--- config.mk ---
export PLATFORM = sky130hd
export DESIGN_NAME = axi_id_compact
export DESIGN_NICKNAME = d
export VERILOG_FILES = /design/src/rtl/axi_id_compact.sv
export SDC_FILE = /design/constraint.sdc
export NUM_CORES = 1
export LEC_CHECK = 0
export BUFFER_PORTS_ARGS = -buffer_cell sky130_fd_sc_hd__buf_2
export CORE_ASPECT_RATIO = 0.5
export CORE_MARGIN = 10
export CORE_UTILIZATION = 54
export DETAILED_ROUTE_END_ITERATION = 10
export GPL_TIMING_DRIVEN = 1
export PLACE_DENSITY = 0.82
export SLEW_MARGIN = 25
export SYNTH_ARGS = -nofsm -noshare
export SYNTH_HDL_FRONTEND = slang
export SYNTH_HIERARCHICAL = 1
export SYNTH_SLANG_ARGS = --single-unit
--- constraint.sdc ---
create_clock -name clk_i -period 3.84 [get_ports clk_i]
set_clock_uncertainty 0.1 [all_clocks]
set_input_delay 0.576 -clock clk_i [delete_from_list [all_inputs] [get_ports clk_i]]
set_output_delay 0.576 -clock clk_i [all_outputs]
set_load 0.1 [all_outputs]
--- src/rtl/axi_id_compact.sv ---
// rtl/axi_id_compact.sv - AXI4 ID width compactor with per-direction remap tables

package axi_id_compact_pkg;

    typedef struct packed {
        logic [7:0]  id;
        logic [31:0] addr;
        logic [7:0]  len;
        logic [5:0]  atop;
    } slv_aw_t;

    typedef struct packed {
        logic [2:0]  id;
        logic [31:0] addr;
        logic [7:0]  len;
        logic [5:0]  atop;
    } mst_aw_t;

    typedef struct packed {
        logic [31:0] data;
        logic [3:0]  strb;
        logic        last;
    } w_t;

    typedef struct packed {
        logic [7:0] id;
        logic [1:0] resp;
    } slv_b_t;

    typedef struct packed {
        logic [2:0] id;
        logic [1:0] resp;
    } mst_b_t;

    typedef struct packed {
        logic [7:0]  id;
        logic [31:0] addr;
        logic [7:0]  len;
    } slv_ar_t;

    typedef struct packed {
        logic [2:0]  id;
        logic [31:0] addr;
        logic [7:0]  len;
    } mst_ar_t;

    typedef struct packed {
        logic [7:0]  id;
        logic [31:0] data;
        logic [1:0]  resp;
        logic        last;
    } slv_r_t;

    typedef struct packed {
        logic [2:0]  id;
        logic [31:0] data;
        logic [1:0]  resp;
        logic        last;
    } mst_r_t;

    typedef struct packed {
        slv_aw_t aw;
        logic    aw_valid;
        w_t      w;
        logic    w_valid;
        logic    b_ready;
        slv_ar_t ar;
        logic    ar_valid;
        logic    r_ready;
    } slv_req_t;

    typedef struct packed {
        logic   aw_ready;
        logic   ar_ready;
        logic   w_ready;
        slv_b_t b;
        logic   b_valid;
        slv_r_t r;
        logic   r_valid;
    } slv_resp_t;

    typedef struct packed {
        mst_aw_t aw;
        logic    aw_valid;
        w_t      w;
        logic    w_valid;
        logic    b_ready;
        mst_ar_t ar;
        logic    ar_valid;
        logic    r_ready;
    } mst_req_t;

    typedef struct packed {
        logic   aw_ready;
        logic   ar_ready;
        logic   w_ready;
        mst_b_t b;
        logic   b_valid;
        mst_r_t r;
        logic   r_valid;
    } mst_resp_t;

endpackage

// One remap table: allocates a compact index per slave ID and counts outstanding bursts.
module axi_id_compact_table #(
    parameter int SlvIdWidth   = 8,
    parameter int MstIdWidth   = 3,
    parameter int MaxTxnsPerId = 4
) (
    input  logic                  clk_i,
    input  logic                  rst_ni,
    input  logic                  req_valid,
    input  logic                  req_ready,
    input  logic [SlvIdWidth-1:0] req_id,
    output logic                  req_grant,
    output logic [MstIdWidth-1:0] req_mst_id,
    input  logic                  rsp_valid,
    input  logic                  rsp_ready,
    input  logic                  rsp_last,
    input  logic [MstIdWidth-1:0] rsp_mst_id,
    output logic [SlvIdWidth-1:0] rsp_slv_id,
    output logic                  busy
);

    localparam int N        = 2 ** MstIdWidth;
    localparam int CntWidth = $clog2(MaxTxnsPerId + 1);

    logic [N-1:0]          used_q;
    logic [SlvIdWidth-1:0] slv_id_q [N];
    logic [CntWidth-1:0]   cnt_q    [N];
    logic                  lock_q;
    logic [MstIdWidth-1:0] lock_idx_q;

    logic                  hit, free;
    logic [MstIdWidth-1:0] hit_idx, free_idx;
    logic                  push, pop;
    logic [N-1:0]          inc_vec, dec_vec;

    // Look up an existing mapping for req_id and the lowest-index free entry.
    always_comb begin
        hit      = 1'b0;
        hit_idx  = '0;
        free     = 1'b0;
        free_idx = '0;
        for (int i = N - 1; i >= 0; i--) begin
            if (!used_q[i]) begin
                free     = 1'b1;
                free_idx = MstIdWidth'(i);
            end
            if (used_q[i] && (slv_id_q[i] == req_id)) begin
                hit     = 1'b1;
                hit_idx = MstIdWidth'(i);
            end
        end
    end

    // Grant decision; a locked index overrides the lookup so the master ID stays stable.
    always_comb begin
        if (lock_q) begin
            req_grant  = 1'b1;
            req_mst_id = lock_idx_q;
        end else if (hit) begin
            req_grant  = (cnt_q[hit_idx] < CntWidth'(MaxTxnsPerId));
            req_mst_id = hit_idx;
        end else begin
            req_grant  = free;
            req_mst_id = free_idx;
        end
    end

    assign push       = req_valid && req_ready && req_grant;
    assign pop        = rsp_valid && rsp_ready && rsp_last;
    assign rsp_slv_id = slv_id_q[rsp_mst_id];
    assign busy       = |used_q;

    // Per-entry increment/decrement strobes; a decrement of an empty entry is ignored.
    always_comb begin
        inc_vec = '0;
        dec_vec = '0;
        for (int i = 0; i < N; i++) begin
            inc_vec[i] = push && (req_mst_id == MstIdWidth'(i));
            dec_vec[i] = pop && (rsp_mst_id == MstIdWidth'(i)) && (cnt_q[i] != '0);
        end
    end

    // Table update; simultaneous inc and dec on one entry cancel and keep it used.
    always_ff @(posedge clk_i or negedge rst_ni) begin
        if (!rst_ni) begin
            used_q <= '0;
            for (int i = 0; i < N; i++) begin
                slv_id_q[i] <= '0;
                cnt_q[i]    <= '0;
            end
        end else begin
            for (int i = 0; i < N; i++) begin
                if (inc_vec[i] && !dec_vec[i]) begin
                    cnt_q[i] <= cnt_q[i] + CntWidth'(1);
                end else if (dec_vec[i] && !inc_vec[i]) begin
                    cnt_q[i] <= cnt_q[i] - CntWidth'(1);
                end
                if (inc_vec[i]) begin
                    used_q[i]   <= 1'b1;
                    slv_id_q[i] <= req_id;
                end else if (dec_vec[i] && (cnt_q[i] == CntWidth'(1))) begin
                    used_q[i] <= 1'b0;
                end
            end
        end
    end

    // Hold the presented index from the first granted valid cycle until the handshake.
    always_ff @(posedge clk_i or negedge rst_ni) begin
        if (!rst_ni) begin
            lock_q     <= 1'b0;
            lock_idx_q <= '0;
        end else if (!req_valid || push) begin
            lock_q <= 1'b0;
        end else if (req_grant && !lock_q) begin
            lock_q     <= 1'b1;
            lock_idx_q <= req_mst_id;
        end
    end

    rsp_for_live_entry: assert property (@(posedge clk_i) disable iff (!rst_ni)
        (rsp_valid && rsp_ready) |-> (used_q[rsp_mst_id] && (cnt_q[rsp_mst_id] != '0)));

endmodule

// Top level: remaps AW/B through the write table and AR/R through the read table.
module axi_id_compact #(
    parameter int  SlvIdWidth   = 8,
    parameter int  MstIdWidth   = 3,
    parameter int  MaxTxnsPerId = 4,
    parameter type slv_req_t    = axi_id_compact_pkg::slv_req_t,
    parameter type slv_resp_t   = axi_id_compact_pkg::slv_resp_t,
    parameter type mst_req_t    = axi_id_compact_pkg::mst_req_t,
    parameter type mst_resp_t   = axi_id_compact_pkg::mst_resp_t
) (
    input  logic      clk_i,
    input  logic      rst_ni,
    input  slv_req_t  slv_req_i,
    output slv_resp_t slv_resp_o,
    output mst_req_t  mst_req_o,
    input  mst_resp_t mst_resp_i,
    output logic      wr_busy_o,
    output logic      rd_busy_o
);

    logic                  wr_grant, rd_grant;
    logic [MstIdWidth-1:0] wr_mst_id, rd_mst_id;
    logic [SlvIdWidth-1:0] wr_slv_id, rd_slv_id;

    axi_id_compact_table #(
        .SlvIdWidth  (SlvIdWidth),
        .MstIdWidth  (MstIdWidth),
        .MaxTxnsPerId(MaxTxnsPerId)
    ) i_wr_table (
        .clk_i     (clk_i),
        .rst_ni    (rst_ni),
        .req_valid (slv_req_i.aw_valid),
        .req_ready (mst_resp_i.aw_ready),
        .req_id    (slv_req_i.aw.id),
        .req_grant (wr_grant),
        .req_mst_id(wr_mst_id),
        .rsp_valid (mst_resp_i.b_valid),
        .rsp_ready (slv_req_i.b_ready),
        .rsp_last  (1'b1),
        .rsp_mst_id(mst_resp_i.b.id),
        .rsp_slv_id(wr_slv_id),
        .busy      (wr_busy_o)
    );

    axi_id_compact_table #(
        .SlvIdWidth  (SlvIdWidth),
        .MstIdWidth  (MstIdWidth),
        .MaxTxnsPerId(MaxTxnsPerId)
    ) i_rd_table (
        .clk_i     (clk_i),
        .rst_ni    (rst_ni),
        .req_valid (slv_req_i.ar_valid),
        .req_ready (mst_resp_i.ar_ready),
        .req_id    (slv_req_i.ar.id),
        .req_grant (rd_grant),
        .req_mst_id(rd_mst_id),
        .rsp_valid (mst_resp_i.r_valid),
        .rsp_ready (slv_req_i.r_ready),
        .rsp_last  (mst_resp_i.r.last),
        .rsp_mst_id(mst_resp_i.r.id),
        .rsp_slv_id(rd_slv_id),
        .busy      (rd_busy_o)
    );

    // Zero-latency pass-through with ID substitution and grant gating of AW/AR.
    always_comb begin
        mst_req_o  = '0;
        slv_resp_o = '0;

        mst_req_o.aw.id      = wr_mst_id;
        mst_req_o.aw.addr    = slv_req_i.aw.addr;
        mst_req_o.aw.len     = slv_req_i.aw.len;
        mst_req_o.aw.atop    = slv_req_i.aw.atop;
        mst_req_o.aw_valid   = slv_req_i.aw_valid && wr_grant;
        mst_req_o.w          = slv_req_i.w;
        mst_req_o.w_valid    = slv_req_i.w_valid;
        mst_req_o.b_ready    = slv_req_i.b_ready;
        mst_req_o.ar.id      = rd_mst_id;
        mst_req_o.ar.addr    = slv_req_i.ar.addr;
        mst_req_o.ar.len     = slv_req_i.ar.len;
        mst_req_o.ar_valid   = slv_req_i.ar_valid && rd_grant;
        mst_req_o.r_ready    = slv_req_i.r_ready;

        slv_resp_o.aw_ready  = mst_resp_i.aw_ready && wr_grant;
        slv_resp_o.ar_ready  = mst_resp_i.ar_ready && rd_grant;
        slv_resp_o.w_ready   = mst_resp_i.w_ready;
        slv_resp_o.b.id      = wr_slv_id;
        slv_resp_o.b.resp    = mst_resp_i.b.resp;
        slv_resp_o.b_valid   = mst_resp_i.b_valid;
        slv_resp_o.r.id      = rd_slv_id;
        slv_resp_o.r.data    = mst_resp_i.r.data;
        slv_resp_o.r.resp    = mst_resp_i.r.resp;
        slv_resp_o.r.last    = mst_resp_i.r.last;
        slv_resp_o.r_valid   = mst_resp_i.r_valid;
    end

    atop_with_r_unsupported: assert property (@(posedge clk_i) disable iff (!rst_ni)
        slv_req_i.aw_valid |-> !slv_req_i.aw.atop[5]);

endmodule

==> results by stage, run 1 <==
Timing:
- Across all setup checks in the final design, the least slack found is slightly above 0.06 ns.
- The fmax is ~260 MHz.
- Hold is met by about 0.068 ns.
- The total setup violations reported at the end of the flow is 0.
- The final number of max-transition violations is 0.
- Subtracting the final worst setup slack from the clock period gives 3.78 ns.
- The worst-case headroom to the max-slew limit is a little over two fifths.
- Setup repair after global routing could not meet its margin everywhere.
- The hold violation total from the final report came to 0.
- The period utilization is a little over nine tenths.
- The slew at the pin closest to its max-slew limit is about 0.84 ns.

Finish:
- Fill cells in the final layout number ~2.1k.
- The top cell types in the final layout, fill and taps aside, are sky130_fd_sc_hd__dfrtp_1 (200), sky130_fd_sc_hd__xnor2_1 (128), sky130_fd_sc_hd__ha_1 (80).
- The footprint of the multi-input gates is 7850 um2.
- The final cell utilization of the core is 57.2%.
- The net count of the finished layout is around 1.5k.
- After routing the design area is about 15,000 um2.
- The sequential cells in the finished layout cover a total of between 5000 and 6000 um2.
- The fraction of final layout cells with drive strength greater than 1 is between 20% and 30%.
- The antenna diode instance count is 0.
- Compared with the post-synthesis result, the final layout area differs by 4.10%.
- The library cell used most frequently in the layout, excluding fill and tap cells, is sky130_fd_sc_hd__dfrtp_1.

Drt:
- The first detailed-routing pass ran for 5 iterations.
- In this run, the number of DRC markers left after iteration 0 of detailed routing was roughly 740.
- The top routing layer in use is met5.
- The total number of vias is roughly 9.7k.
- Summed over all nets, wire length on met3 after detailed routing comes to 5.43 mm.
- The routed wire length on met2 is approximately 21 mm.
- The wire length on met1 is around 16 mm.
- The final routed wirelength across all metal layers is 43.8 mm.
- Dividing the detail-routed wire length by the instance count gives roughly 27 um.
- Using the TritonRoute via totals, the vias-per-cell ratio works out to 6.04.
- In this run the remaining antenna-violating nets after routing total 0.
- The detailed-route DRC error count is 0.

Global routing:
- The initial antenna violation count is 0.
- The pin count of the biggest net entering global routing is 98.
- The total global routing track utilization is approximately a quarter.
- The global-route wire length before repair is 64.0 mm.
- The number of global-route vias before repair is around 9.8k.
- Global routing finished with a remaining overflow of 0.

Synthesis:
- The number of nets handed over by synthesis was 1,584.
- After synthesis, the netlist uses between 80 and 90 different library cells.
- Each instance of the synthesized netlist takes up on average about 11 um2.
- The count of synthesis-stage warnings from yosys is 6.
- The number of instances in the synthesized netlist is around 1.3k.
- The async set-or-reset flop fraction in the synthesized netlist is between 90% and 100%.
- In the synthesized netlist the dominant register cell turns out to be sky130_fd_sc_hd__dfrtp_1.
- The number of synthesized register bits is 200.
- After synthesis the cells add up to roughly 15,000 um2.
- The synthesized design contains 0 enable-type register cells.
- Sequential cells were found to cover approximately 34% of the synthesized design area.

Clock tree:
- The clock network latency to the later pin of the worst-skew pair is about 0.46 ns.
- After clock tree synthesis, the clock-pin slew on the worst setup and hold paths is ~0.070 ns.
- The clock passes through at most 2 buffers.
- In this run, post-CTS hold repair placed 0 buffers.
- Counting the buffers created by CTS gives 17.
- The clock root buffer master is sky130_fd_sc_hd__clkbuf_16.
- The clock tree from TritonCTS is built.
- The number of H-tree levels is 4.
- Counting every sink on the clock net gives 200.

Floorplan:
- The floorplan die height is 136 um.
- The initialized floorplan defines 42 standard-cell rows.
- In this run the standard cell core region covers approximately 26,000 um2.
- In this run the count of I/O pins placed on the die edge is just under 400.
- The die width is around 250 um.
- The effective utilization at floorplan is a little over half.
- The die area is about 34,000 um2.

Critical path:
- The critical setup path kind is in -> out.
- Data on the critical path is required at its endpoint by 3.16 ns.
- STA classifies the critical path endpoint as an output port.
- The data arrival time of the critical path is 3.10 ns.
- Of all nets on the critical path, the largest fanout is 13.
- The kind of start point of the critical path is an input port.

Pwr:
- The total power divided by cell area is 848 nW/um2.
- Across the VDD grid, the largest voltage drop is 800 uV.
- For this design the static power due to leakage is 0.00668 uW.

Placement:
- After detailed placement, the total cell area comes to ~14,000 um2.
- The post-DP HPWL is 34.0 mm.
- The number of port buffers is between 60 and 70.
- The last weighted congestion value of the routability-driven placer is between 0.9 and 1.
- Timing analysis after detailed placement gives a worst setup slack of -0.164 ns.

Status:
- The run finished with clean final reports.

Flow run:
- Across the run, the number of max-cap violations was 0.

Min path:
- The worst hold path belongs to the class in -> async.
==> power breakdown <==
| group | internal, uW | leakage, uW | switching (uW) |
|---|---|---|---|
| registers | 3100 | 0.00246 | 1130 |
| logic | 3000 | 0.00396 | 3810 |
| clock network | 951 | 0.000266 | 815 |
==> cell families (layout without fill, tap and decap cells) <==
group,count (synthesis),after routing,share of synthesized area [%]
adder cells (fa/ha/maj),80,80,6.90
buffers and inverters,275,221,12.8
AND/OR/NAND/NOR,272,272,10.6
other,1,1,0.0258
AO/OA/AOI/OAI,103,103,5.61
XOR/XNOR,176,176,10.6
multiplexers,203,203,19.0
flip-flops,200,200,34.5
==> critical path, stage by stage <==
cell	delay [ns]
sky130_fd_sc_hd__buf_2	0.20
sky130_fd_sc_hd__buf_4	0.19
sky130_fd_sc_hd__xnor2_1	0.24
sky130_fd_sc_hd__nand2_1	0.15
sky130_fd_sc_hd__nor4_4	0.34
sky130_fd_sc_hd__buf_4	0.19
sky130_fd_sc_hd__nor2_1	0.06
sky130_fd_sc_hd__a211oi_1	0.32
sky130_fd_sc_hd__a21oi_2	0.12
sky130_fd_sc_hd__a21oi_2	0.19
sky130_fd_sc_hd__nor2_2	0.07
sky130_fd_sc_hd__inv_1	0.06
sky130_fd_sc_hd__and2_1	0.18
sky130_fd_sc_hd__buf_12	0.19
==> worst paths after layout <==
| check | startpoint | endpoint | slack, ns | cells past startpoint |
|---|---|---|---|---|
| setup / recovery | slv_req_i[44] | slv_resp_o[56] | 0.06 | 14 |
| hold / removal | rst_ni | i_wr_table/cnt_q[23] | 0.07 | 1 |
| setup reg to reg | i_wr_table/slv_id_q[46] | i_wr_table/cnt_q[8] | 0.14 | 15 |
| hold reg to reg | i_rd_table/cnt_q[1] | i_rd_table/cnt_q[1] | 0.42 | 2 |
| max in group asynchronous | rst_ni | i_rd_table/slv_id_q[55] | 2.72 | 2 |
| min in group clk_i | mst_resp_i[47] | i_wr_table/lock_q | 0.25 | 2 |
==> metal layers <==
layer  track usage (%)  vias up
met3              12.2      100
met1              26.9     4865
met2              41.1      528
met5              2.14        -
li1                  -     4223
met4              10.8        2
==> metrics by stage <==
stage | TNS (ns) | cells | power (uW)
3_5_place_dp | -1.16 | 1573 | 10800
3_3_place_gp | -0.0273 | 1573 | 10500
2_1_floorplan | -0.132 | 1310 | 9740
6_report | 0 | 1608 | 12800
5_1_grt | -0.266 | 1608 | 13500
4_1_cts | 0 | 1602 | 12700
==> sequential cells by signal, indices dropped and copies added (netlist names) <==
signal	flops
i_rd_table/slv_id_q	64
i_wr_table/used_q	8
i_wr_table/cnt_q	24
i_rd_table/lock_q	1
i_rd_table/lock_idx_q	3
i_wr_table/lock_q	1
i_rd_table/cnt_q	24
i_rd_table/used_q	8
i_wr_table/lock_idx_q	3
i_wr_table/slv_id_q	64
==> layout make-up <==
class	instances	share of cell area, %
clock inverters	7	0.472
multi-input cells	835	52.0
clock buffers	22	3.21
flip-flops and latches	200	33.1
inverters	59	1.52
repair buffers	133	6.78
well taps	352	2.92
==> repair_timing <==
action                     4_1_cts  5_1_grt
pin swaps                        0       13
resized for setup                5       35
setup endpoints to repair        4        4
setup buffers                    0        6
cloned                           0        0
==> synthesized netlist by cell type, types with 3 or more instances <==
cell type,number,share of area [%]
sky130_fd_sc_hd__o21bai_1,5,0.26
sky130_fd_sc_hd__ha_1,80,6.9
sky130_fd_sc_hd__nor4_2,4,0.34
sky130_fd_sc_hd__a21o_1,12,0.62
sky130_fd_sc_hd__a21boi_0,4,0.21
sky130_fd_sc_hd__a211o_1,3,0.18
sky130_fd_sc_hd__and2_1,5,0.22
sky130_fd_sc_hd__nand2b_1,22,0.95
sky130_fd_sc_hd__buf_4,182,9.4
sky130_fd_sc_hd__a31oi_1,4,0.17
sky130_fd_sc_hd__nor4_1,8,0.34
sky130_fd_sc_hd__or3_1,13,0.56
sky130_fd_sc_hd__nor2_1,37,0.96
sky130_fd_sc_hd__nor3_4,4,0.45
sky130_fd_sc_hd__nand3b_1,4,0.21
sky130_fd_sc_hd__clkbuf_1,5,0.13
sky130_fd_sc_hd__mux2_4,32,3.3
sky130_fd_sc_hd__xnor2_1,135,8.1
sky130_fd_sc_hd__nand3_1,38,1.3
sky130_fd_sc_hd__nand2_1,65,1.7
sky130_fd_sc_hd__nor3_1,14,0.48
sky130_fd_sc_hd__dfrtp_1,200,34
sky130_fd_sc_hd__mux2_1,39,3.0
sky130_fd_sc_hd__a21oi_1,8,0.28
sky130_fd_sc_hd__mux2_2,78,6.1
sky130_fd_sc_hd__a211oi_1,3,0.16
sky130_fd_sc_hd__mux2i_1,21,1.4
sky130_fd_sc_hd__buf_2,7,0.24
sky130_fd_sc_hd__nor3b_1,3,0.16
sky130_fd_sc_hd__o2111ai_1,4,0.24
sky130_fd_sc_hd__xor2_1,41,2.5
sky130_fd_sc_hd__or3b_2,5,0.30
sky130_fd_sc_hd__inv_1,57,1.5
sky130_fd_sc_hd__mux4_2,32,5.0
sky130_fd_sc_hd__o21ai_0,29,1.0
sky130_fd_sc_hd__nand4_1,21,0.91
sky130_fd_sc_hd__nor2b_1,7,0.30
sky130_fd_sc_hd__buf_6,17,1.3
sky130_fd_sc_hd__buf_1,5,0.13
Note: power is estimated with default switching activity, not from simulation.
==> run 2, diff against run 1 <==
ABC_AREA = 1   (was default)
CORE_UTILIZATION = 55   (was 54)
==> run 2 against run 1 <==
- routed wire length is 5.4% higher
- non-clock buffer count is 32 higher
- core utilization is 2.0 points higher
- sequential cell count stayed put
- sequential power is 6.1% lower
- largest power group unchanged
- highest routed layer unchanged
==> results by stage, run 2 <==
Critical path:
- The worst reg-to-reg path cell count is 24.
- The data required time at the worst endpoint is 3.16 ns.
- The cell family contributing the most delay on the critical path is simple AND/OR/NAND/NOR gates.
- The worst register-to-register path ends at i_wr_table/cnt_q[14].
- The combined buffer and inverter count along the critical path is 5.
- For flop-to-flop paths, the worst setup slack is about 0.42 ns.
- The largest individual stage delay along the critical path comes from the cell sky130_fd_sc_hd__or2_1.
- The launching point of the worst reg2reg path is i_wr_table/slv_id_q[21].
- The kind of capture point of the worst setup path is an output port.
- The most prevalent standard cell on the critical path is sky130_fd_sc_hd__nand2_1.
- Walking the worst path, the cells encountered are clkbuf_4 -> inv_2 -> nor2_1 -> nor3b_1 -> nand3_1 -> or2_1 -> nand2_1 -> nand2_1 -> nand2_1 -> nand2_2 -> nand2_2 -> nand2_1 -> nand3_1 -> nand2_1 -> nand2_1 -> nand4_4 -> buf_6 -> nand2_1 -> inv_1 -> buf_12.
- The critical path is of the in -> out type.
- In this run the worst path has a maximum fanout of 10.
- At the worst endpoint, the arrival time is about 3.0 ns.
- On the worst path, the slowest cell contributes a delay of 0.25 ns.
- STA classifies the critical path startpoint as an input port.

Global routing:
- The met2 capacity usage during global routing is approximately 41%.
- Entering global routing, the biggest net connects 112 pins.
- Summed over all layers, the global routing overflow is 0.
- met2 is the most crowded layer.
- The number of global-route vias before repair is about 13k.
- For met3 alone, demand over resource in global routing was roughly 7.4%.
- The initial antenna violation count was 0.
- The global-route wire length before repair is 71.4 mm.
- The met1 capacity usage during global routing is 31.1%.
- Global routing consumed, over all layers together, ~26% of the routing resources.

Min path:
- The hold path startpoint is slv_req_i[1].
- The worst hold-check path type is in -> reg.
- The path with the worst hold slack has its endpoint at i_rd_table/lock_q.
- The number of cells on the worst hold path is 3.

Synthesis:
- The async set-or-reset flop fraction in the synthesized netlist is 100%.
- The top cell type by total area after synthesis is sky130_fd_sc_hd__dfrtp_1.
- The net count of the mapped netlist is about 2.3k.
- The area share of the largest cell type after synthesis is 32.9%.
- Yosys attributes the largest share of cell area to sky130_fd_sc_hd__dfrtp_1 (33%), sky130_fd_sc_hd__nand2_1 (14%), sky130_fd_sc_hd__buf_4 (8.8%).
- Yosys printed 6 warnings.
- In the post-synthesis netlist, the cell with the most instances is sky130_fd_sc_hd__nand2_1.
- Synthesis inferred 200 register bits.
- In this run the cell area of the synthesized design comes to roughly 15,000 um2.
- The post-synthesis average cell area is between 7 and 8 um2.
- After synthesis, the netlist uses 58 different library cells.
- The share of the Yosys chip area taken by registers is roughly a third.
- Counting instances in the post-synthesis netlist gives the leading cell types as sky130_fd_sc_hd__nand2_1 (559), sky130_fd_sc_hd__dfrtp_1 (200), sky130_fd_sc_hd__inv_1 (190).
- The cell count after synthesis came out at slightly below 2k.
- The number of enable flip-flop cells after synthesis is 0.
- The most used flip-flop cell after synthesis is sky130_fd_sc_hd__dfrtp_1.

Timing:
- The hold violation total from the final report was 0.
- The shortest clock period the worst path allows after layout is roughly 3.7 ns.
- At the pin with the least slew margin, the transition time is 0.875 ns.
- The setup slack after layout is roughly 0.19 ns.
- Derived from the worst setup path, the maximum achievable clock frequency is around 270 MHz.
- The worst path uses between 90% and 100% of the clock period.
- The final number of max-transition violations is 0.
- The worst-case headroom to the max-slew limit is between 40 and 50%.
- Across all hold checks on the routed design, the worst slack comes to slightly below 0.3 ns.
- The total setup violations reported at the end of the flow is 0.

Finish:
- Of the cells placed in the final design, the portion with a size suffix greater than 1 is between 10% and 20%.
- The number of antenna diodes in the final layout is 0.
- The layout overhead on the synthesized area is 4.39%.
- Counting the fill cells in the layout gives ~2.4k.
- The multi-input combinational cells in the finished layout cover a total of roughly 7700 um2.
- The footprint of the flip-flops and latches is approximately 5000 um2.
- In the layout the commonest cells are sky130_fd_sc_hd__nand2_1 (559), sky130_fd_sc_hd__dfrtp_1 (200), sky130_fd_sc_hd__inv_1 (190).
- The net count of the finished layout is roughly 2.2k.
- Cells fill ~60% of the core in the end.
- The commonest non-fill, non-tap cell in the layout is sky130_fd_sc_hd__nand2_1.
- The number of non-filler instances in the completed layout is around 2.3k.
- The largest registers in the layout are i_rd_table/slv_id_q (64), i_wr_table/slv_id_q (64).

Pwr:
- The worst-case vdd ir drop is 759 uV.
- The leakage component of the power is approximately 0.0082 uW.
- In this run the power density over the cells is ~830 nW/um2.
- After layout, the design draws a total of around 13,000 uW.

Placement:
- In this run the tool buffered the top-level ports with 65 buffer cells.
- The HPWL after detailed placement is around 34 mm.
- Including well taps, the total number of placed cells is approximately 2.3k.
- The worst setup timing slack at the placement stage is between 0.06 and 0.07 ns.
- The congestion estimate from routability-driven global placement came to ~1.

Clock tree:
- The total CTS buffers is 17.
- The clock transition at the registers of the reported paths is 0.07 ns.
- The clock root buffer master is sky130_fd_sc_hd__clkbuf_16.
- The clock tree from TritonCTS is built.
- The number of clock sinks seen by CTS is 200.
- The clock reaches the later pin of the worst-skew pair after around 0.46 ns.
- The H-tree generated during clock tree synthesis spans 4 levels.
- The clock passes through at most 2 buffers.

Drt:
- The first-pass iteration count of the detailed router is 7.
- The routed layout has around 13k vias.
- Summed over all layers, the routed wires come to approximately 46 mm.
- The first routing iteration left around 1.9k violations.
- After detailed routing, the average wire length per cell comes to 20.0 um.
- The count of nets left with antenna violations once routing finished came out at 0.
- After detailed routing, the number of vias per cell comes to 5.84.
- The detailed-route DRC error count is 0.

Floorplan:
- The die is 255 um wide.
- The die is about 140 um tall.
- The die area is 35,100 um2.
- The core region is approximately 27,000 um2.
- The effective utilization at floorplan is a little under three fifths.
- The row count is 42.
- approximately 390 I/O pins were placed.

Status:
- The run finished with clean final reports.

Flow run:
- Across the run, the number of max-cap violations was 0.
==> run 2: layer usage <==
metal  up-vias  share of wire, %
li1       6187                 -
met1      6232                39
met2       877                45
met3       196                11
met4         2               4.4
met5         -             0.048
==> run 2: final cells by class <==
type                    instances  area share (%)
flip-flops and latches        200            31.5
multi-input cells            1318            48.3
clock inverters                13            1.05
inverters                     223            5.39
clock buffers                  19            2.79
well taps                     374            2.94
repair buffers                165            8.08
==> run 2: timing repair <==
action,CTS,global route
setup buffers,0,8
hold buffers,0,1
hold endpoints to repair,0,34
resized for setup,0,6
endpoints found under the setup margin,0,4
==> run 2: per-stage QoR <==
stage	area [um2]	TNS (ns)
finish	15900	0
global route	15900	-0.0125
CTS	15800	0
detailed placement	15100	0
global placement	15100	0
floorplan	15200	0
==> run 2: worst max-delay path by stage <==
stage	from	endpoint	depth (start not counted)
after floorplan	slv_req_i[140]	i_wr_table/cnt_q[5]	20
after global placement	slv_req_i[48]	i_rd_table/cnt_q[5]	22
after detailed placement	slv_req_i[45]	i_rd_table/cnt_q[11]	24
after CTS	slv_req_i[48]	slv_resp_o[56]	18
after global routing	i_rd_table/slv_id_q[26]	mst_req_o[1]	21
final	slv_req_i[44]	slv_resp_o[56]	20
==> run 2: cell families after synthesis <==
kind of cell / count (synthesis) / share of synthesized area [%]
compound gates: 205 / 8.33
xor+xnor: 84 / 4.83
fa+ha+maj: 80 / 6.57
buf+inv: 460 / 16.8
flops: 200 / 32.9
other cells: 1 / 0.0246
simple gates: 948 / 30.6
==> run 2: worst register-to-register path, stage by stage (launching register included) <==
cell                      delay (ns)
sky130_fd_sc_hd__dfrtp_1        0.43
sky130_fd_sc_hd__or2_2          0.30
sky130_fd_sc_hd__nand3_1        0.09
sky130_fd_sc_hd__nor2_1         0.04
sky130_fd_sc_hd__nand3_1        0.16
sky130_fd_sc_hd__nand2_1        0.09
sky130_fd_sc_hd__nand2_1        0.07
sky130_fd_sc_hd__nand2_1        0.05
sky130_fd_sc_hd__nand2_1        0.05
sky130_fd_sc_hd__nand2_1        0.06
sky130_fd_sc_hd__nand2_1        0.16
sky130_fd_sc_hd__nand2_1        0.08
sky130_fd_sc_hd__nand3_1        0.07
sky130_fd_sc_hd__nand2_1        0.05
sky130_fd_sc_hd__nand2_1        0.07
sky130_fd_sc_hd__nand4_1        0.17
sky130_fd_sc_hd__buf_12         0.22
sky130_fd_sc_hd__buf_4          0.17
sky130_fd_sc_hd__nand3_4        0.06
sky130_fd_sc_hd__inv_1          0.07
sky130_fd_sc_hd__ha_1           0.34
sky130_fd_sc_hd__nor2_1         0.11
sky130_fd_sc_hd__o21ai_0        0.10
sky130_fd_sc_hd__xor2_1         0.16
sky130_fd_sc_hd__inv_1          0.06
==> run 2: power by group <==
group	switching [uW]	internal, uW	total (uW)
Sequential	1000	2970	3970
Clock	890	1050	1940
Combinational	4770	2450	7220
Total	6660	6470	13100
